$ cat src/rtl/mem_ctrl_pkg.sv
// mem_ctrl_pkg
// Shared types and default geometry for the data-RAM access controller.
//   mem_state_t  : sequencing states (IDLE, ACC_LO, ACC_HI, RESP)
//   MEM_ADDR_W   : default RAM address width
//   MEM_DATA_W   : default RAM byte width (requests/responses are 2x this)
package mem_ctrl_pkg;

    typedef enum logic [1:0] {
        IDLE   = 2'd0,
        ACC_LO = 2'd1,
        ACC_HI = 2'd2,
        RESP   = 2'd3
    } mem_state_t;

    localparam int MEM_ADDR_W = 8;
    localparam int MEM_DATA_W = 8;

endpackage

$ cat src/rtl/mem_access_ctrl.sv
// mem_access_ctrl
// Sequences one load/store request (single byte or little-endian byte pair)
// onto a byte-wide RAM with combinational read data, one byte per cycle,
// and returns a one-cycle completion pulse.
//
// Ports
//   clk, reset              : clock, synchronous active-high reset
//   req_valid/req_ready     : request handshake (ready only in IDLE)
//   req_write, req_pair     : store/load, pair/single
//   req_addr, req_wdata     : base byte address, store data ([7:0] -> addr)
//   rsp_valid, rsp_rdata    : completion pulse, last load result
//   mem_address, mem_write,
//   mem_wdata, mem_rdata    : RAM port
module mem_access_ctrl
    import mem_ctrl_pkg::*;
#(
    parameter int ADDR_W = MEM_ADDR_W,
    parameter int DATA_W = MEM_DATA_W
) (
    input  logic                  clk,
    input  logic                  reset,

    input  logic                  req_valid,
    output logic                  req_ready,
    input  logic                  req_write,
    input  logic                  req_pair,
    input  logic [ADDR_W-1:0]     req_addr,
    input  logic [2*DATA_W-1:0]   req_wdata,

    output logic                  rsp_valid,
    output logic [2*DATA_W-1:0]   rsp_rdata,

    output logic [ADDR_W-1:0]     mem_address,
    output logic                  mem_write,
    output logic [DATA_W-1:0]     mem_wdata,
    input  logic [DATA_W-1:0]     mem_rdata
);

    mem_state_t             state_q;
    logic [ADDR_W-1:0]      addr_q;
    logic [2*DATA_W-1:0]    wdata_q;
    logic [2*DATA_W-1:0]    rdata_q;
    logic                   write_q;
    logic                   pair_q;

    // Registered outputs, loaded with the value belonging to the state
    // being entered so they are glitch-free in that state.
    logic                   req_ready_q;
    logic                   rsp_valid_q;
    logic [ADDR_W-1:0]      mem_addr_q;
    logic                   mem_we_q;
    logic [DATA_W-1:0]      mem_wdata_q;

    // Address of the second byte of a pair; wraps at the top of the space.
    logic [ADDR_W-1:0]      addr_hi;
    assign addr_hi = addr_q + 1'b1;

    always_ff @(posedge clk) begin
        if (reset) begin
            state_q     <= IDLE;
            addr_q      <= '0;
            wdata_q     <= '0;
            rdata_q     <= '0;
            write_q     <= 1'b0;
            pair_q      <= 1'b0;
            req_ready_q <= 1'b1;
            rsp_valid_q <= 1'b0;
            mem_addr_q  <= '0;
            mem_we_q    <= 1'b0;
            mem_wdata_q <= '0;
        end else begin
            case (state_q)
                IDLE: begin
                    if (req_valid) begin
                        addr_q      <= req_addr;
                        wdata_q     <= req_wdata;
                        write_q     <= req_write;
                        pair_q      <= req_pair;
                        req_ready_q <= 1'b0;
                        mem_addr_q  <= req_addr;
                        mem_we_q    <= req_write;
                        mem_wdata_q <= req_wdata[DATA_W-1:0];
                        state_q     <= ACC_LO;
                    end
                end

                ACC_LO: begin
                    if (!write_q) begin
                        rdata_q[DATA_W-1:0] <= mem_rdata;
                        // A single-byte load returns a zero-extended byte.
                        if (!pair_q) rdata_q[2*DATA_W-1:DATA_W] <= '0;
                    end
                    if (pair_q) begin
                        mem_addr_q  <= addr_hi;
                        mem_wdata_q <= wdata_q[2*DATA_W-1:DATA_W];
                        state_q     <= ACC_HI;
                    end else begin
                        mem_addr_q  <= addr_q;
                        mem_we_q    <= 1'b0;
                        mem_wdata_q <= '0;
                        rsp_valid_q <= 1'b1;
                        state_q     <= RESP;
                    end
                end

                ACC_HI: begin
                    if (!write_q) rdata_q[2*DATA_W-1:DATA_W] <= mem_rdata;
                    mem_addr_q  <= addr_q;
                    mem_we_q    <= 1'b0;
                    mem_wdata_q <= '0;
                    rsp_valid_q <= 1'b1;
                    state_q     <= RESP;
                end

                RESP: begin
                    rsp_valid_q <= 1'b0;
                    req_ready_q <= 1'b1;
                    state_q     <= IDLE;
                end

                default: begin
                    state_q     <= IDLE;
                    req_ready_q <= 1'b1;
                    rsp_valid_q <= 1'b0;
                    mem_we_q    <= 1'b0;
                end
            endcase
        end
    end

    assign req_ready   = req_ready_q;
    assign rsp_valid   = rsp_valid_q;
    assign rsp_rdata   = rdata_q;
    assign mem_address = mem_addr_q;
    assign mem_wdata   = mem_wdata_q;
    // Gate with reset so an edge that resets the block never writes the RAM,
    // even when the FSM is mid-store.
    assign mem_write   = mem_we_q & ~reset;

endmodule

$ cat config.mk
export PLATFORM = sky130hd
export DESIGN_NAME = mem_access_ctrl
export DESIGN_NICKNAME = d
export VERILOG_FILES = /design/src/rtl/mem_ctrl_pkg.sv /design/src/rtl/mem_access_ctrl.sv
export SDC_FILE = /design/constraint.sdc
export NUM_CORES = 1
export LEC_CHECK = 0
export CAP_MARGIN = 20
export CELL_PAD_IN_SITES_DETAIL_PLACEMENT = 0
export CELL_PAD_IN_SITES_GLOBAL_PLACEMENT = 2
export CORE_UTILIZATION = 26
export DETAILED_ROUTE_END_ITERATION = 7
export GPL_TIMING_DRIVEN = 0
export PLACE_DENSITY_LB_ADDON = 0.1
export SKIP_CTS_REPAIR_TIMING = 1
export SLEW_MARGIN = 0
export SYNTH_ARGS = -nofsm -noshare
export SYNTH_HDL_FRONTEND = slang
export SYNTH_SLANG_ARGS = --single-unit
$ cat constraint.sdc
create_clock -name clk -period 2.23 [get_ports clk]
set_input_delay 0.446 -clock clk [delete_from_list [all_inputs] [get_ports clk]]
set_output_delay 0.446 -clock clk [all_outputs]
set_load 0.02 [all_outputs]
==> results <==
## worst max-delay path, cell delays in order, from the launching register on
cell and delay, ns:
dfxtp_1 0.41, inv_1 0.10, ha_1 0.25, nor2b_2 0.20, or2_1 0.21, clkbuf_1 0.16, clkbuf_4 0.25, o41ai_1 0.37
## path summary, 6_finish.rpt
| path | start | end | slack (ns) |
|---|---|---|---|
| max | state_q[0]$_SDFFE_PP0P_ | mem_address[3]$_SDFFE_PP0P_ | 0.18 |
| min | wdata_q[12]$_SDFFE_PP0P_ | wdata_q[12]$_SDFFE_PP0P_ | 0.46 |
| max reg2reg | state_q[0]$_SDFFE_PP0P_ | mem_address[3]$_SDFFE_PP0P_ | 0.18 |
| min reg2reg | wdata_q[12]$_SDFFE_PP0P_ | wdata_q[12]$_SDFFE_PP0P_ | 0.46 |
## cells in the final DEF (no fill, tap or decap), types with 8 or more instances in the layout
cell	n
a211oi_1	9
a21oi_1	36
clkbuf_1	11
nor2_1	31
nor3_1	11
and3_1	8
dfxtp_1	55
nand2_1	55
clkdlybuf4s50_1	70
nand3_1	9
mux2i_1	8
## cells by family (layout without fill, tap and decap cells)
kind of cell / Yosys count / count (layout) / share of synthesized area
AND/OR/NAND/NOR: 140 / 140 / 0.268
AO/OA/AOI/OAI: 68 / 68 / 0.174
flip-flops: 55 / 55 / 0.450
buffers and inverters: 27 / 106 / 0.0445
multiplexers: 8 / 8 / 0.0327
adder cells (fa/ha/maj): 6 / 6 / 0.0307
## per-stage QoR
step | power, mW | utilization | std cells | setup TNS [ns] | worst slack (ns)
finish | 4.33 | 0.373 | 494 | 0 | 0.184
global route | 4.64 | 0.373 | 494 | 0 | 0.00553
floorplan | 2.73 | - | 304 | 0 | 0.506
detailed placement | 3.64 | 0.358 | 486 | -1.71 | -0.325
CTS | 4.37 | 0.372 | 494 | -0.344 | -0.344
global placement | 3.65 | 0.358 | 486 | -1.80 | -0.347
## routing by layer
metal	GRT usage	wire length, µm	vias up	share of wire
met5	0	0	-	0
met4	0.0448	77	0	0.0095
met3	0.0298	333	4	0.041
met2	0.276	3800	53	0.47
met1	0.227	3880	1144	0.48
li1	-	-	1213	-
## final cells by class
class / instances / area (µm²)
buffer: 21 / 97.6
clock buffer: 6 / 82.6
clock inverter: 2 / 38.8
fill: 993 / 5770
inverter: 6 / 22.5
multi-input combinational: 222 / 1240
sequential: 55 / 1100
tap: 111 / 139
timing repair buffer: 71 / 713
## report_power, final
| part | total [mW] | internal (mW) | switching [mW] |
|---|---|---|---|
| clock network | 0.724 | 0.370 | 0.353 |
| registers | 1.41 | 1.24 | 0.166 |
| logic | 2.20 | 0.871 | 1.32 |
## registers in the layout (all words and copies together) (netlist names)
| register | flops |
|---|---|
| mem_wdata | 8 |
| mem_we_q | 1 |
| rsp_valid | 1 |
| req_ready | 1 |
| mem_address | 8 |
| wdata_q | 8 |
| pair_q | 1 |
| addr_q | 8 |
| rsp_rdata | 16 |
| state_q | 2 |
| write_q | 1 |
==> impl_results.md <==
- Outcome: finished, final reports clean
- Worst-Margin Slew: 0.691 ns
- Yosys warns: 0
- Die Ht: 99.0 µm
- RSZ-0062 raised after global routing: false
- Hold Crit Depth: 2
- Tcrit/Tclk final: 0.918
- Reg2Reg Depth: 7
- Post-synth top cells: dfxtp_1, nand2_1, a21oi_1
- TritonCTS Sinks: 55
- Leak: 1.28 nW
- Vias in the first global route: 2,300
- Path type of the worst setup path: reg -> reg
- TritonCTS clock tree: done
- Clk Latency, worst-skew pair: 0.31 ns
- CP max FO: 10
- Max H-tree Level: 2
- Full die area: 0.00980 mm²
- Root Buffer: clkbuf_8
- Synth top area cells: dfxtp_1, nand2_1, a21oi_1
- Area overhead of the layout relative to synthesis: 40.3%
- Setup crit start kind: flop
- First-pass GRT wire length: 12.5 mm
- Final Setup Violations: 0
- Hold Crit Class: reg -> reg
- Hold Fails Final Rpt: 0
- Die Wd: 99.0 µm
- Number of synthesized flops with an enable pin: 0
- Asr flop ratio synth: 0
- Vias/cell: 4.89
- Synth Flop Type: dfxtp_1
- Max cap viols: 0
- Area of the mapped netlist: 0.00245 mm²
- Share of layout cells above drive strength 1: 0.0601
- Grt ovf: 0
- Core footprint: 0.00920 mm²
- Synthesized flop and latch total: 55
- DR vias: 2,414
- Routed wire length: 8.10 mm
- Largest net degree at the start of global routing: 18
- Total CTS buffers: 5
- Placer Congestion: 0.763
- Library cells used by synthesis: 45
- CP required: 2.44 ns
- FP Rows: 35
- ANT nets after route: 0
- All-layer global routing usage: 0.168
- Avg WL per Cell: 16.4 µm
- Worst vdd ir: 319 µV
- Relative slew slack: 0.539
- Cell count after synthesis: 304
- Max Clock Freq: 489 MHz
- IO Pins: 72
- CTS clk-pin slew, worst paths: 0.10 ns
- Design area: 0.00343 mm²
- CTS max path bufs: 2
- Net count after synthesis: 347
- DP Area: 0.00330 mm²
- Sequential cell area fraction in the yosys report: 0.450
- Post-synth top area share: 0.450
- Worst hold margin: 0.459 ns
- Mean Syn Cell Area: 8.05 µm²
- Final Max Slew Viols: 0
- Fin nets: 425
- Drt initial violations: 95
- Drt drc: 0
- Port bufs: 71
- Clock Skew: 0.0105 ns
- Antenna diode count: 0
- Initial Util: 0.266
- Post-synth top area cell: dfxtp_1
- Worst Path Arrival: 2.25 ns
- Antenna violations before repair: 0
- Final min period: 2.05 ns
- Final HPWL DP: 5.71 mm
- Iteration count of the initial detailed-routing pass: 4
- Crit end category: flop
- Power per cell area: 1260 mW/mm²
(Power assumes the default switching activity.)
